File: config.mk
export PLATFORM = sky130hd
export DESIGN_NAME = run_controller
export DESIGN_NICKNAME = d
export VERILOG_FILES = /design/src/rtl/run_controller.sv
export SDC_FILE = /design/constraint.sdc
export NUM_CORES = 1
export LEC_CHECK = 0
export ABC_AREA = 0
export CORE_MARGIN = 10
export CORE_UTILIZATION = 52
export DETAILED_ROUTE_END_ITERATION = 10
export PLACE_DENSITY = 0.85
export SLEW_MARGIN = 20
export SYNTH_ARGS = -nofsm -noshare
export SYNTH_HDL_FRONTEND = slang
export SYNTH_SLANG_ARGS = --single-unit
File: constraint.sdc
create_clock -name clk_i -period 4.7 [get_ports clk_i]
set_clock_uncertainty 0.1 [all_clocks]
set_input_delay 0.94 -clock clk_i [delete_from_list [all_inputs] [get_ports clk_i]]
set_output_delay 0.94 -clock clk_i [all_outputs]
set_load 0.01 [all_outputs]
File: src/rtl/run_controller.sv
// Run-control sequencer for the manquehuito core.
// Gates core updates, handles RUN/HALT/STEP/CLR and breakpoints.
module run_controller #(
    parameter int CNT_W  = 16,
    parameter int STEP_W = 8
) (
    input  logic              clk_i,
    input  logic              rst_ni,
    input  logic              cmd_valid_i,
    output logic              cmd_ready_o,
    input  logic [1:0]        cmd_i,
    input  logic [STEP_W-1:0] cmd_arg_i,
    input  logic [7:0]        pc_i,
    input  logic              bp_en_i,
    input  logic [7:0]        bp_addr_i,
    output logic              core_en_o,
    output logic [1:0]        state_o,
    output logic              halted_o,
    output logic              bp_hit_o,
    output logic [CNT_W-1:0]  retired_o
);

    typedef enum logic [1:0] {
        S_HALTED = 2'd0,
        S_RUN    = 2'd1,
        S_STEP   = 2'd2
    } state_t;

    localparam logic [1:0] C_RUN  = 2'd0;
    localparam logic [1:0] C_HALT = 2'd1;
    localparam logic [1:0] C_STEP = 2'd2;
    localparam logic [1:0] C_CLR  = 2'd3;

    state_t              r_state;
    state_t              w_state_nxt;
    logic [STEP_W-1:0]   r_step_left;
    logic [STEP_W-1:0]   w_step_nxt;
    logic                r_skip_bp;
    logic                w_skip_nxt;
    logic                r_bp_hit;
    logic                w_bp_hit_nxt;
    logic [CNT_W-1:0]    r_retired;
    logic                w_accept;
    logic                w_bp_match;
    logic                w_core_en;
    logic [STEP_W-1:0]   w_step_arg;

    // Handshake, breakpoint compare and core enable
    always_comb begin
        cmd_ready_o = !((r_state == S_STEP) &&
                        ((cmd_i == C_RUN) || (cmd_i == C_STEP)));
        w_accept    = cmd_valid_i && cmd_ready_o;
        w_bp_match  = bp_en_i && (pc_i == bp_addr_i) && !r_skip_bp;
        w_core_en   = ((r_state == S_RUN) || (r_state == S_STEP)) &&
                      !w_bp_match;
        w_step_arg  = (cmd_arg_i == '0) ? STEP_W'(1) : cmd_arg_i;
    end

    // Next-state logic; a breakpoint halt wins over a same-cycle clear
    always_comb begin
        w_state_nxt  = r_state;
        w_step_nxt   = r_step_left;
        w_skip_nxt   = r_skip_bp && !w_core_en;
        w_bp_hit_nxt = r_bp_hit;
        if (w_accept && (cmd_i != C_HALT)) begin
            w_bp_hit_nxt = 1'b0;
        end
        unique case (r_state)
            S_HALTED: begin
                if (w_accept && (cmd_i == C_RUN)) begin
                    w_state_nxt = S_RUN;
                    w_skip_nxt  = 1'b1;
                end else if (w_accept && (cmd_i == C_STEP)) begin
                    w_state_nxt = S_STEP;
                    w_step_nxt  = w_step_arg;
                    w_skip_nxt  = 1'b1;
                end
            end
            S_RUN: begin
                if (w_bp_match) begin
                    w_state_nxt  = S_HALTED;
                    w_bp_hit_nxt = 1'b1;
                end else if (w_accept && (cmd_i == C_HALT)) begin
                    w_state_nxt = S_HALTED;
                end
            end
            S_STEP: begin
                if (w_bp_match) begin
                    w_state_nxt  = S_HALTED;
                    w_bp_hit_nxt = 1'b1;
                    w_step_nxt   = '0;
                end else begin
                    w_step_nxt = r_step_left - STEP_W'(1);
                    if (r_step_left <= STEP_W'(1)) begin
                        w_state_nxt = S_HALTED;
                        w_step_nxt  = '0;
                    end
                    if (w_accept && (cmd_i == C_HALT)) begin
                        w_state_nxt = S_HALTED;
                        w_step_nxt  = '0;
                    end
                end
            end
            default: begin
                w_state_nxt = S_HALTED;
                w_step_nxt  = '0;
            end
        endcase
    end

    // State, step counter, skip flag and sticky breakpoint flag
    always_ff @(posedge clk_i or negedge rst_ni) begin
        if (!rst_ni) begin
            r_state     <= S_HALTED;
            r_step_left <= '0;
            r_skip_bp   <= 1'b0;
            r_bp_hit    <= 1'b0;
        end else begin
            r_state     <= w_state_nxt;
            r_step_left <= w_step_nxt;
            r_skip_bp   <= w_skip_nxt;
            r_bp_hit    <= w_bp_hit_nxt;
        end
    end

    // Saturating retired-instruction counter; CLR beats increment
    always_ff @(posedge clk_i or negedge rst_ni) begin
        if (!rst_ni) begin
            r_retired <= '0;
        end else if (w_accept && (cmd_i == C_CLR)) begin
            r_retired <= '0;
        end else if (w_core_en && (r_retired != {CNT_W{1'b1}})) begin
            r_retired <= r_retired + CNT_W'(1);
        end
    end

    assign core_en_o = w_core_en;
    assign state_o   = r_state;
    assign halted_o  = (r_state == S_HALTED);
    assign bp_hit_o  = r_bp_hit;
    assign retired_o = r_retired;

endmodule
# Word level (Yosys, flattened, before mapping)
# Cells that the tools add are included.
# word_totals
ff_bits,28
latchBits,0
mem_bits_rw,0
romBits,0
in_bits,30
out_inout_bits,22
wordCells,70
n_memories,0
# op_classes
n_addsub,2
mul,0
n_div,0
n_lt_le_gt_ge,1
eq_ne,13
shift,0
n_mux,23
bitwise,1
n_reduce_logical,25
# ops
operator,n
8-bit 2-to-1 mux,6
16-bit 2-to-1 mux,2
8-bit one-hot mux with 3 select lines,1
"16-bit by 1-bit adder with 16-bit output, second input constant",1
"16-bit inequality test, second input constant",1
2-bit 2-to-1 mux,7
1-bit logical AND,12
8-bit == test,1
"8-bit by 1-bit less-or-equal comparator with 1-bit output, second input constant",1
8-bit zero test,1
"8-bit by 1-bit subtractor with 8-bit output, second input constant",1
"2-bit == test, second input constant",3
1-bit 2-to-1 mux,6
2-bit one-hot mux with 3 select lines,1
3-bit AND reduction,2
"2-bit by 1-bit == test with 1-bit output, second input constant",2
1-bit zero test,4
2-bit zero test,2
"2-bit by 1-bit inequality test with 1-bit output, second input constant",2
"4-bit by 2-bit inequality test with 1-bit output, second input constant",1
"3-bit by 1-bit inequality test with 1-bit output, second input constant",1
"3-bit by 2-bit inequality test with 1-bit output, second input constant",1
1-bit logical OR,2
"2-bit inequality test, second input constant",1
other kinds (3),3

# Longest topological paths before layout
# Gate-level depths: netlist of run 1.
# depth
depth_word,10
ltp_mapped,8

# Worst setup path before layout of run 1
# Ideal clock, no wire load.
# synth_path
path_type,input -> output
start,in bp_addr_i[2]
end,out core_en_o
t_arrival_ns,1.967
required_time_ns,3.660
setup_slack_ns,1.693
path_stages,7
path_buffers,3
path_cell_list,xnor2_1 nand4_1 nor3_1 buf_2 buf_2 buf_2 nor2b_1
# synth_between
elab_chain_cells,5
# synth_lines
element,line_no,text
start: declaration,15,"input logic [7:0] bp_addr_i,"
8-bit == test,53,w_bp_match = bp_en_i && (pc_i == bp_addr_i) && !r_skip_bp;
1-bit logical AND (2 in series),53,
1-bit zero test,55,!w_bp_match;
1-bit logical AND,54,w_core_en = ((r_state == S_RUN) || (r_state == S_STEP)) &&
end: declaration,16,"output logic core_en_o,"
# Every way passes these cells.

# Worst setup path in the final report of run 1
# layout_path
start,in bp_addr_i[6]
end,out core_en_o
# Same word-level chain as after synthesis.

==> results_dict.tcl, run 1 <==
set metrics [dict create \
    clkSlewWorstSetupHoldPaths_ns 0.09 \
    grt_pass1_vias 1737 \
    setup_viol 0 \
    wl_per_cell_um 16.4 \
    slew-limit-headroom_pct 64.3 \
    area_delta_synth_final_pct 29.9 \
    yosysTopAreaCell "dfrtp_1" \
    drt-total-wl_um 5190 \
    synth_cells 224 \
    gr-total-overflow 0 \
    dieWidth_um 80.6 \
    crit_path_start_kind "input port" \
    cts_buffer_depth 2 \
    synth_compound_area_share_pct 21.1 \
    dieHeight_um 80.6 \
    drt_iter0_drc 187 \
    synth-xor-area-share_pct 3.67 \
    fmax_mhz 288 \
    clk_latency_ns 0.27 \
    cts-root-buf "clkbuf_8" \
    cts_setup_buffers 0 \
    die_area_um2 6490 \
    cap_viol_max_count 0 \
    synth-simple-area-share_pct 29.7 \
    synth_edf_count 0 \
    yosysWarnings 0 \
    ctsHoldBuffers 0 \
    dpl-instance-area_um2 2440 \
    final_core_util_pct 72.0 \
    synthAdderAreaFrac_pct 3.94 \
    async_flop_share_pct 100 \
    fin_crit_ns 3.47 \
    clock-sinks 28 \
    static-leakage-power_nw 0.963 \
    netlist.area_leader.share_pct 36.7 \
    path_class "in2out" \
    ys_seq_elements 28 \
    drv_slew 0 \
    period_share_pct 73.8 \
    path_max_fanout 2 \
    max_stage_delay_ns 0.48 \
    critPathBufInv 2 \
    crit_family "buffers and inverters" \
    fin_tns_setup_ns 0 \
    grt_start_max_net_pins 38 \
    fin_cells 316 \
    antenna_cells 0 \
    grt_pass1_wl_um 8520 \
    crit_arrival_ns 2.43 \
    synth_top_family_by_area "simple AND/OR/NAND/NOR gates" \
    ys_seq_area_share_pct 36.7 \
    peakVddDrop_uv 280 \
    synth_flop_cell "dfrtp_1" \
    final_cell_mix "clkdlybuf4s50_1, dfrtp_1, a21oi_1, nand2_1, nand3_1" \
    rsz0062_at_grt "false" \
    cp_common_cell "clkdlybuf4s50_1" \
    cts_buffers 3 \
    rows 21 \
    core_um2 3440 \
    cts_tree "yes" \
    critical-path-slowest-cell "clkdlybuf4s50_1" \
    dp.cells 313 \
    synthMuxAreaShare_pct 0 \
    crit_path_end_kind "primary output" \
    port_buffers 51 \
    synth_cell_type_count 43 \
    synthTopCellsByArea "dfrtp_1, a21oi_1, or3_1" \
    power_density_nw_per_um2 432 \
    crit_chain "clkdlybuf4s50_1 -> xnor2_1 -> nand4_1 -> nor3_2 -> nor2b_1 -> clkdlybuf4s50_1" \
    dp_hpwl_um 3800 \
    cts_resized 0 \
    hold_viol 0 \
    ant_nets 0 \
    status "completed" \
    viasPerCell 5.93 \
    dr.pass1.iters 4 \
    syn_area_per_cell_um2 8.51 \
    fin_area_um2 2480 \
    antenna_found_initial 0 \
    htree_levels 1 \
    synth_fp_nets 260 \
    cp.required_ns 3.66 \
    post-route-drc-count 0 \
    initial_utilization_pct 55.4 \
    layout_commonest_cell "clkdlybuf4s50_1" \
    track_usage_pct 15.9 \
    syn_area_um2 1910 \
    place_congestion 0.824 \
    drive_above_1_share_pct 4.44 \
    nets 308 \
    worst_pin_slew_ns 0.530 \
    ioPinCount 52 \
    hold_path.class "reg2reg" \
    vias 1873 \
]
[synth_stat cells (all sizes together), types with 4 or more instances]
| cell type | instances |
|---|---|
| dfrtp | 28 |
| a21oi | 22 |
| nand2 | 18 |
| nand3 | 16 |
| o21ai | 14 |
| or3 | 13 |
| and3 | 8 |
| nor2 | 8 |
| nor3 | 8 |
| o31ai | 8 |
| xnor2 | 8 |
| buf | 7 |
| inv | 7 |
| nand4 | 7 |
| ha | 6 |
| or4 | 6 |
| clkbuf | 4 |
| nor4 | 4 |
[power breakdown]
group	leakage, nW	total (mW)	internal, mW	switching [mW]
clock	0.0216	0.132	0.0576	0.0740
combinational	0.569	0.571	0.256	0.315
sequential	0.372	0.367	0.301	0.0664
[metal layers]
layer  routed length (µm)  global-route usage (%)
met3                  451                    4.45
met2                 2320                    24.4
met5                    0                       0
met1                 2390                    21.4
met4                   30                    3.70
[worst register-to-register path, delay by kind of cell (launching register included)]
kind / cells / cell delay [ns]
AO/OA/AOI/OAI: 3 / 0.38
adder cells (fa/ha/maj): 1 / 0.29
buffers and inverters: 2 / 0.31
AND/OR/NAND/NOR: 2 / 0.70
flip-flops: 1 / 0.42
[cells by family (layout without fill, tap and decap cells)]
logic type	after synthesis	after routing
compound gates	65	65
xor+xnor	8	8
fa+ha+maj	6	6
buf+inv	18	64
flops	28	28
simple gates	99	99
[per-stage QoR]
stage / setup slack, ns / power [mW] / hold WS [ns]
after floorplan: 1.69 / 0.754 / 0.391
after global placement: 1.26 / 0.917 / 0.405
after detailed placement: 1.20 / 0.933 / 0.424
after CTS: 1.20 / 1.06 / 0.446
after global routing: 1.13 / 1.15 / 0.490
final: 1.23 / 1.07 / 0.442
[final timing paths]
| kind | slack (ns) | cells past startpoint | start | endpoint |
|---|---|---|---|---|
| setup reg to reg | 2.42 | 8 | state_o[0] | r_step_left[4] |
| hold / removal | 0.44 | 2 | r_skip_bp | r_skip_bp |
| min in group asynchronous | 0.95 | 2 | rst_ni | retired_o[13] |
| setup / recovery | 1.23 | 6 | bp_addr_i[6] | core_en_o |
| max in group asynchronous | 3.28 | 2 | rst_ni | state_o[1] |
| hold reg to reg | 0.44 | 2 | r_skip_bp | r_skip_bp |
[area by class of cell]
| cell class | instances | area, µm² |
|---|---|---|
| flip-flops and latches | 28 | 701 |
| repair buffers | 54 | 533 |
| clock buffers | 3 | 41.3 |
| fillers | 264 | 965 |
| well taps | 46 | 57.6 |
| multi-input cells | 178 | 1120 |
| inverters | 7 | 26.3 |
[state kept, by name (all words and copies together), names as in the netlist]
register     flops
retired_o       16
r_step_left      8
state_o          2
bp_hit_o         1
r_skip_bp        1
Note: power is estimated with default switching activity, not from simulation.
==> run 2: changes to the inputs <==
--- a/config.mk
+++ b/config.mk
@@ -7,9 +7,9 @@
 export LEC_CHECK = 0
 export ABC_AREA = 0
 export CORE_MARGIN = 10
-export CORE_UTILIZATION = 52
+export CORE_UTILIZATION = 48
 export DETAILED_ROUTE_END_ITERATION = 10
-export PLACE_DENSITY = 0.85
+export PLACE_DENSITY = 0.8
 export SLEW_MARGIN = 20
 export SYNTH_ARGS = -nofsm -noshare
 export SYNTH_HDL_FRONTEND = slang
==> constraint.sdc (replaced) <==
create_clock -name clk_i -period 3.6 [get_ports clk_i]
set_clock_uncertainty 0.1 [all_clocks]
set_input_delay 0.72 -clock clk_i [delete_from_list [all_inputs] [get_ports clk_i]]
set_output_delay 0.72 -clock clk_i [all_outputs]
set_load 0.01 [all_outputs]
==> run 2 against run 1 <==
Against the previous run: die area increased by 6.2%; register-to-register slack got worse by 1.1 ns; highest routed layer unchanged; critical path depth unchanged; critical endpoint unchanged; largest power group unchanged.
==> results_dict.tcl, run 2 (synthesis results as in run 1) <==
set metrics [dict create \
    area_delta_synth_final_pct 31.6 \
    die_area_um2 6890 \
    r2r_slack_ns 1.30 \
    rsz0062_at_grt "false" \
    crit_arrival_ns 2.19 \
    post-route-drc-count 0 \
    max_stage_delay_ns 0.48 \
    drt-total-wl_um 5060 \
    largest_register_ffs 16 \
    viasPerCell 5.80 \
    static-leakage-power_nw 0.977 \
    clkSlewWorstSetupHoldPaths_ns 0.10 \
    antenna_cells 0 \
    dieHeight_um 83.0 \
    setup_viol 0 \
    place_congestion 0.772 \
    grt_start_max_net_pins 38 \
    final_cell_mix "clkdlybuf4s50_1, dfrtp_1, a21oi_1, nand2_1, nand3_1" \
    drive_above_1_share_pct 4.80 \
    clock-sinks 28 \
    crit_path_end_kind "primary output" \
    cts_buffer_depth 2 \
    core_um2 3740 \
    critical-path-slowest-cell "clkdlybuf4s50_1" \
    clk_latency_ns 0.27 \
    cts_buffers 3 \
    cts_setup_buffers 0 \
    cts_resized 0 \
    htree_levels 1 \
    rows 22 \
    nets 308 \
    track_usage_pct 13.8 \
    hold_path.class "reg2reg" \
    antenna_found_initial 0 \
    r2r_end "r_step_left[4]" \
    hold_viol 0 \
    slew-limit-headroom_pct 61.3 \
    power_density_nw_per_um2 579 \
    cp_common_cell "clkdlybuf4s50_1" \
    power_mw 1.45 \
    r2r_cells 8 \
    cp.required_ns 2.78 \
    ioPinCount 52 \
    layout_commonest_cell "clkdlybuf4s50_1" \
    worstSetupEndpoint "core_en_o" \
    port_buffers 51 \
    period_share_pct 83.7 \
    crit_start "pc_i[4]" \
    dr.pass1.iters 4 \
    cts-root-buf "clkbuf_8" \
    drv_slew 0 \
    ant_nets 0 \
    cap_viol_max_count 0 \
    path_max_fanout 2 \
    dieWidth_um 83.0 \
    crit_path_start_kind "input port" \
    gr-total-overflow 0 \
    path_class "in2out" \
    ctsHoldBuffers 0 \
    fmax_mhz 332 \
    vias 1849 \
    grt_pass1_wl_um 8320 \
    wl_per_cell_um 15.9 \
    dp_hpwl_um 3840 \
    worst_pin_slew_ns 0.575 \
    peakVddDrop_uv 356 \
    fin_tns_setup_ns 0 \
    crit_chain "clkdlybuf4s50_1 -> xnor2_1 -> nand3_1 -> nor3_2 -> nor2b_1 -> clkdlybuf4s50_1" \
    cts_tree "yes" \
    fin_crit_ns 3.01 \
    r2r_start "state_o[0]" \
    grt_pass1_vias 1727 \
    status "completed" \
    drt_iter0_drc 110 \
    initial_utilization_pct 50.9 \
]
==> run 2: layout make-up <==
class | instances | area, µm²
clock inverters | 1 | 30.0
clock buffers | 3 | 41.3
multi-input cells | 178 | 1120
well taps | 48 | 60.1
flip-flops and latches | 28 | 701
fillers | 344 | 1230
inverters | 7 | 26.3
repair buffers | 54 | 533
==> run 2: worst min path at each step <==
stage	slack [ns]	endpoint	start	cells past startpoint
floorplan	0.32	bp_hit_o	rst_ni	0
global placement	0.41	r_skip_bp	r_skip_bp	2
detailed placement	0.43	r_skip_bp	r_skip_bp	2
CTS	0.44	r_skip_bp	r_skip_bp	2
global route	0.49	r_step_left[1]	r_step_left[1]	2
finish	0.44	r_skip_bp	r_skip_bp	2
==> run 2: routing by layer <==
layer | vias to the layer above | track usage (%) | part of all wire (%)
met3 | 2 | 3.61 | 3.6
li1 | 933 | - | -
met4 | 0 | 1.54 | 0.45
met2 | 33 | 23.5 | 51
met5 | - | 0 | 0
met1 | 881 | 17.3 | 45
==> run 2: per-stage QoR <==
stage                     cells  hold slack, ns  area (µm²)  util, %  setup slack, ns
after CTS                   319           0.445        2510     67.0            0.584
after global routing        319           0.488        2510     67.0            0.486
after floorplan             224           0.324        1910        -             1.03
after global placement      315           0.412        2440     65.1            0.613
final                       319           0.440        2510     67.0            0.586
after detailed placement    315           0.429        2440     65.1            0.592
==> run 2: where the power goes <==
part           leakage [nW]  internal, mW  switching, mW  total [mW]
clock                0.0357         0.149         0.0968       0.246
sequential            0.372         0.393         0.0851       0.478
combinational         0.569         0.334          0.397       0.731
==> run 2: critical path: cells and delay by family <==
kind,cells,cell delay (ns)
XOR/XNOR,1,0.12
buffers and inverters,2,0.96
AND/OR/NAND/NOR,3,0.39
==> run 3: changes to the inputs <==
--- a/config.mk
+++ b/config.mk
@@ -7,9 +7,9 @@
 export LEC_CHECK = 0
 export ABC_AREA = 0
 export CORE_MARGIN = 10
-export CORE_UTILIZATION = 48
+export CORE_UTILIZATION = 44
 export DETAILED_ROUTE_END_ITERATION = 10
-export PLACE_DENSITY = 0.8
+export PLACE_DENSITY = 0.77
 export SLEW_MARGIN = 20
 export SYNTH_ARGS = -nofsm -noshare
 export SYNTH_HDL_FRONTEND = slang
==> constraint.sdc (replaced) <==
create_clock -name clk_i -period 2.5 [get_ports clk_i]
set_clock_uncertainty 0.1 [all_clocks]
set_input_delay 0.5 -clock clk_i [delete_from_list [all_inputs] [get_ports clk_i]]
set_output_delay 0.5 -clock clk_i [all_outputs]
set_load 0.01 [all_outputs]
==> run 3 against run 2 <==
Against the previous run: register-to-register slack worse by 0.79 ns; flip-flop and latch count unchanged; global-route usage up 0.48 points; setup slack worse by 0.49 ns; critical path type unchanged; critical endpoint unchanged; highest routed layer unchanged.
==> results_dict.tcl, run 3 (synthesis results as in run 1) <==
set metrics [dict create \
    path_max_fanout 2 \
    dr.max_layer_used "met4" \
    vias 1895 \
    crit_arrival_ns 1.80 \
    dp_hpwl_um 3980 \
    area_delta_synth_final_pct 33.2 \
    rows 23 \
    wl_per_cell_um 15.9 \
    period_share_pct 96.0 \
    dpl-instance-area_um2 2480 \
    drt-total-wl_um 5210 \
    cap_viol_max_count 0 \
    status "completed" \
    power_density_nw_per_um2 813 \
    whs_ns 0.451 \
    cts_buffer_depth 2 \
    gr-total-overflow 0 \
    dieHeight_um 85.8 \
    core_um2 4090 \
    post-route-drc-count 0 \
    static-leakage-power_nw 1.00 \
    met1Wirelength_um 2230 \
    drt_iter0_drc 62 \
    htree_levels 1 \
    viasPerCell 5.80 \
    place_congestion 0.860 \
    final_core_util_pct 62.2 \
    die_area_um2 7370 \
    setup_viol 0 \
    track_usage_pct 14.3 \
    ioPinCount 52 \
    worst_pin_slew_ns 0.496 \
    crit_path_end_kind "primary output" \
    grt_pass1_vias 1819 \
    port_buffers 51 \
    clk_latency_ns 0.28 \
    rsz0062_at_grt "false" \
    cp.required_ns 1.90 \
    clock-sinks 28 \
    finalWorstSetupSlack_ns 0.0998 \
    peakVddDrop_uv 387 \
    layout_commonest_cell "clkdlybuf4s50_1" \
    crit_path_start_kind "input port" \
    antenna_found_initial 0 \
    fmax_mhz 417 \
    ant_nets 0 \
    power_mw 2.06 \
    cts_buffers 3 \
    hold_path.class "reg2reg" \
    cts-root-buf "clkbuf_8" \
    clkSlewWorstSetupHoldPaths_ns 0.10 \
    met2WireLength_um 2630 \
    hold_viol 0 \
    fin_crit_ns 2.40 \
    nets 314 \
    antenna_cells 0 \
    initial_utilization_pct 46.7 \
    grt_pass1_wl_um 8870 \
    drive_above_1_share_pct 6.86 \
    cts_tree "yes" \
    largest_register_ffs 16 \
    dp_slack_ns -0.112 \
    final_cell_mix "clkdlybuf4s50_1, dfrtp_1, a21oi_1, nand2_1, nand3_1" \
    drv_slew 0 \
    path_class "in2out" \
    dr.pass1.iters 4 \
    fin_area_um2 2540 \
    met3_length_um 313 \
    dieWidth_um 85.8 \
    slew-limit-headroom_pct 66.6 \
    grt_start_max_net_pins 38 \
]
## run 3: worst max-delay path, stage by stage
cell and delay (ns):
clkdlybuf4s50_1 0.49, xnor2_1 0.13, nand4_1 0.12, nor3_2 0.20, nor2b_1 0.07, dlygate4sd2_1 0.28
## run 3: layout make-up
class                           instances  area (µm²)
Inverter                                7        26.3
Fill cell                             385        1550
Sequential cell                        28         701
Multi-Input combinational cell        178        1120
Tap cell                               50        62.6
Clock buffer                            4        55.1
Timing Repair Buffer                   60         577
## run 3: routing by layer
metal,vias up,track usage [%]
li1,947,-
met1,905,16.7
met2,39,25.1
met3,4,4.45
met4,0,2.25
met5,-,0
## run 3: timing repair
action | in CTS | in global routing
gates resized for setup | 1 | 0
hold buffers | 0 | 0
endpoints found under the setup margin | 1 | 0
buffers inserted | 1 | 0
## run 3: path summary, 6_finish.rpt
path	start	end	slack [ns]	depth (start not counted)
max in group asynchronous	rst_ni	r_step_left[7]	1.53	2
max	pc_i[2]	core_en_o	0.1	6
min	r_step_left[6]	r_step_left[6]	0.45	2
max reg2reg	state_o[0]	r_step_left[4]	0.51	8
min in group asynchronous	rst_ni	r_skip_bp	0.49	2
min reg2reg	r_step_left[6]	r_step_left[6]	0.45	2
## run 3: power breakdown
group	internal (mW)	total, mW	switching, mW
Combinational	0.499	1.08	0.585
Clock	0.141	0.293	0.152
Sequential	0.565	0.686	0.121
## run 3: metrics by stage
step / TNS, ns / instances
2_1_floorplan: 0 / 224
3_3_place_gp: -0.0810 / 322
3_5_place_dp: -0.256 / 322
4_1_cts: 0 / 327
5_1_grt: 0 / 327
6_report: 0 / 327
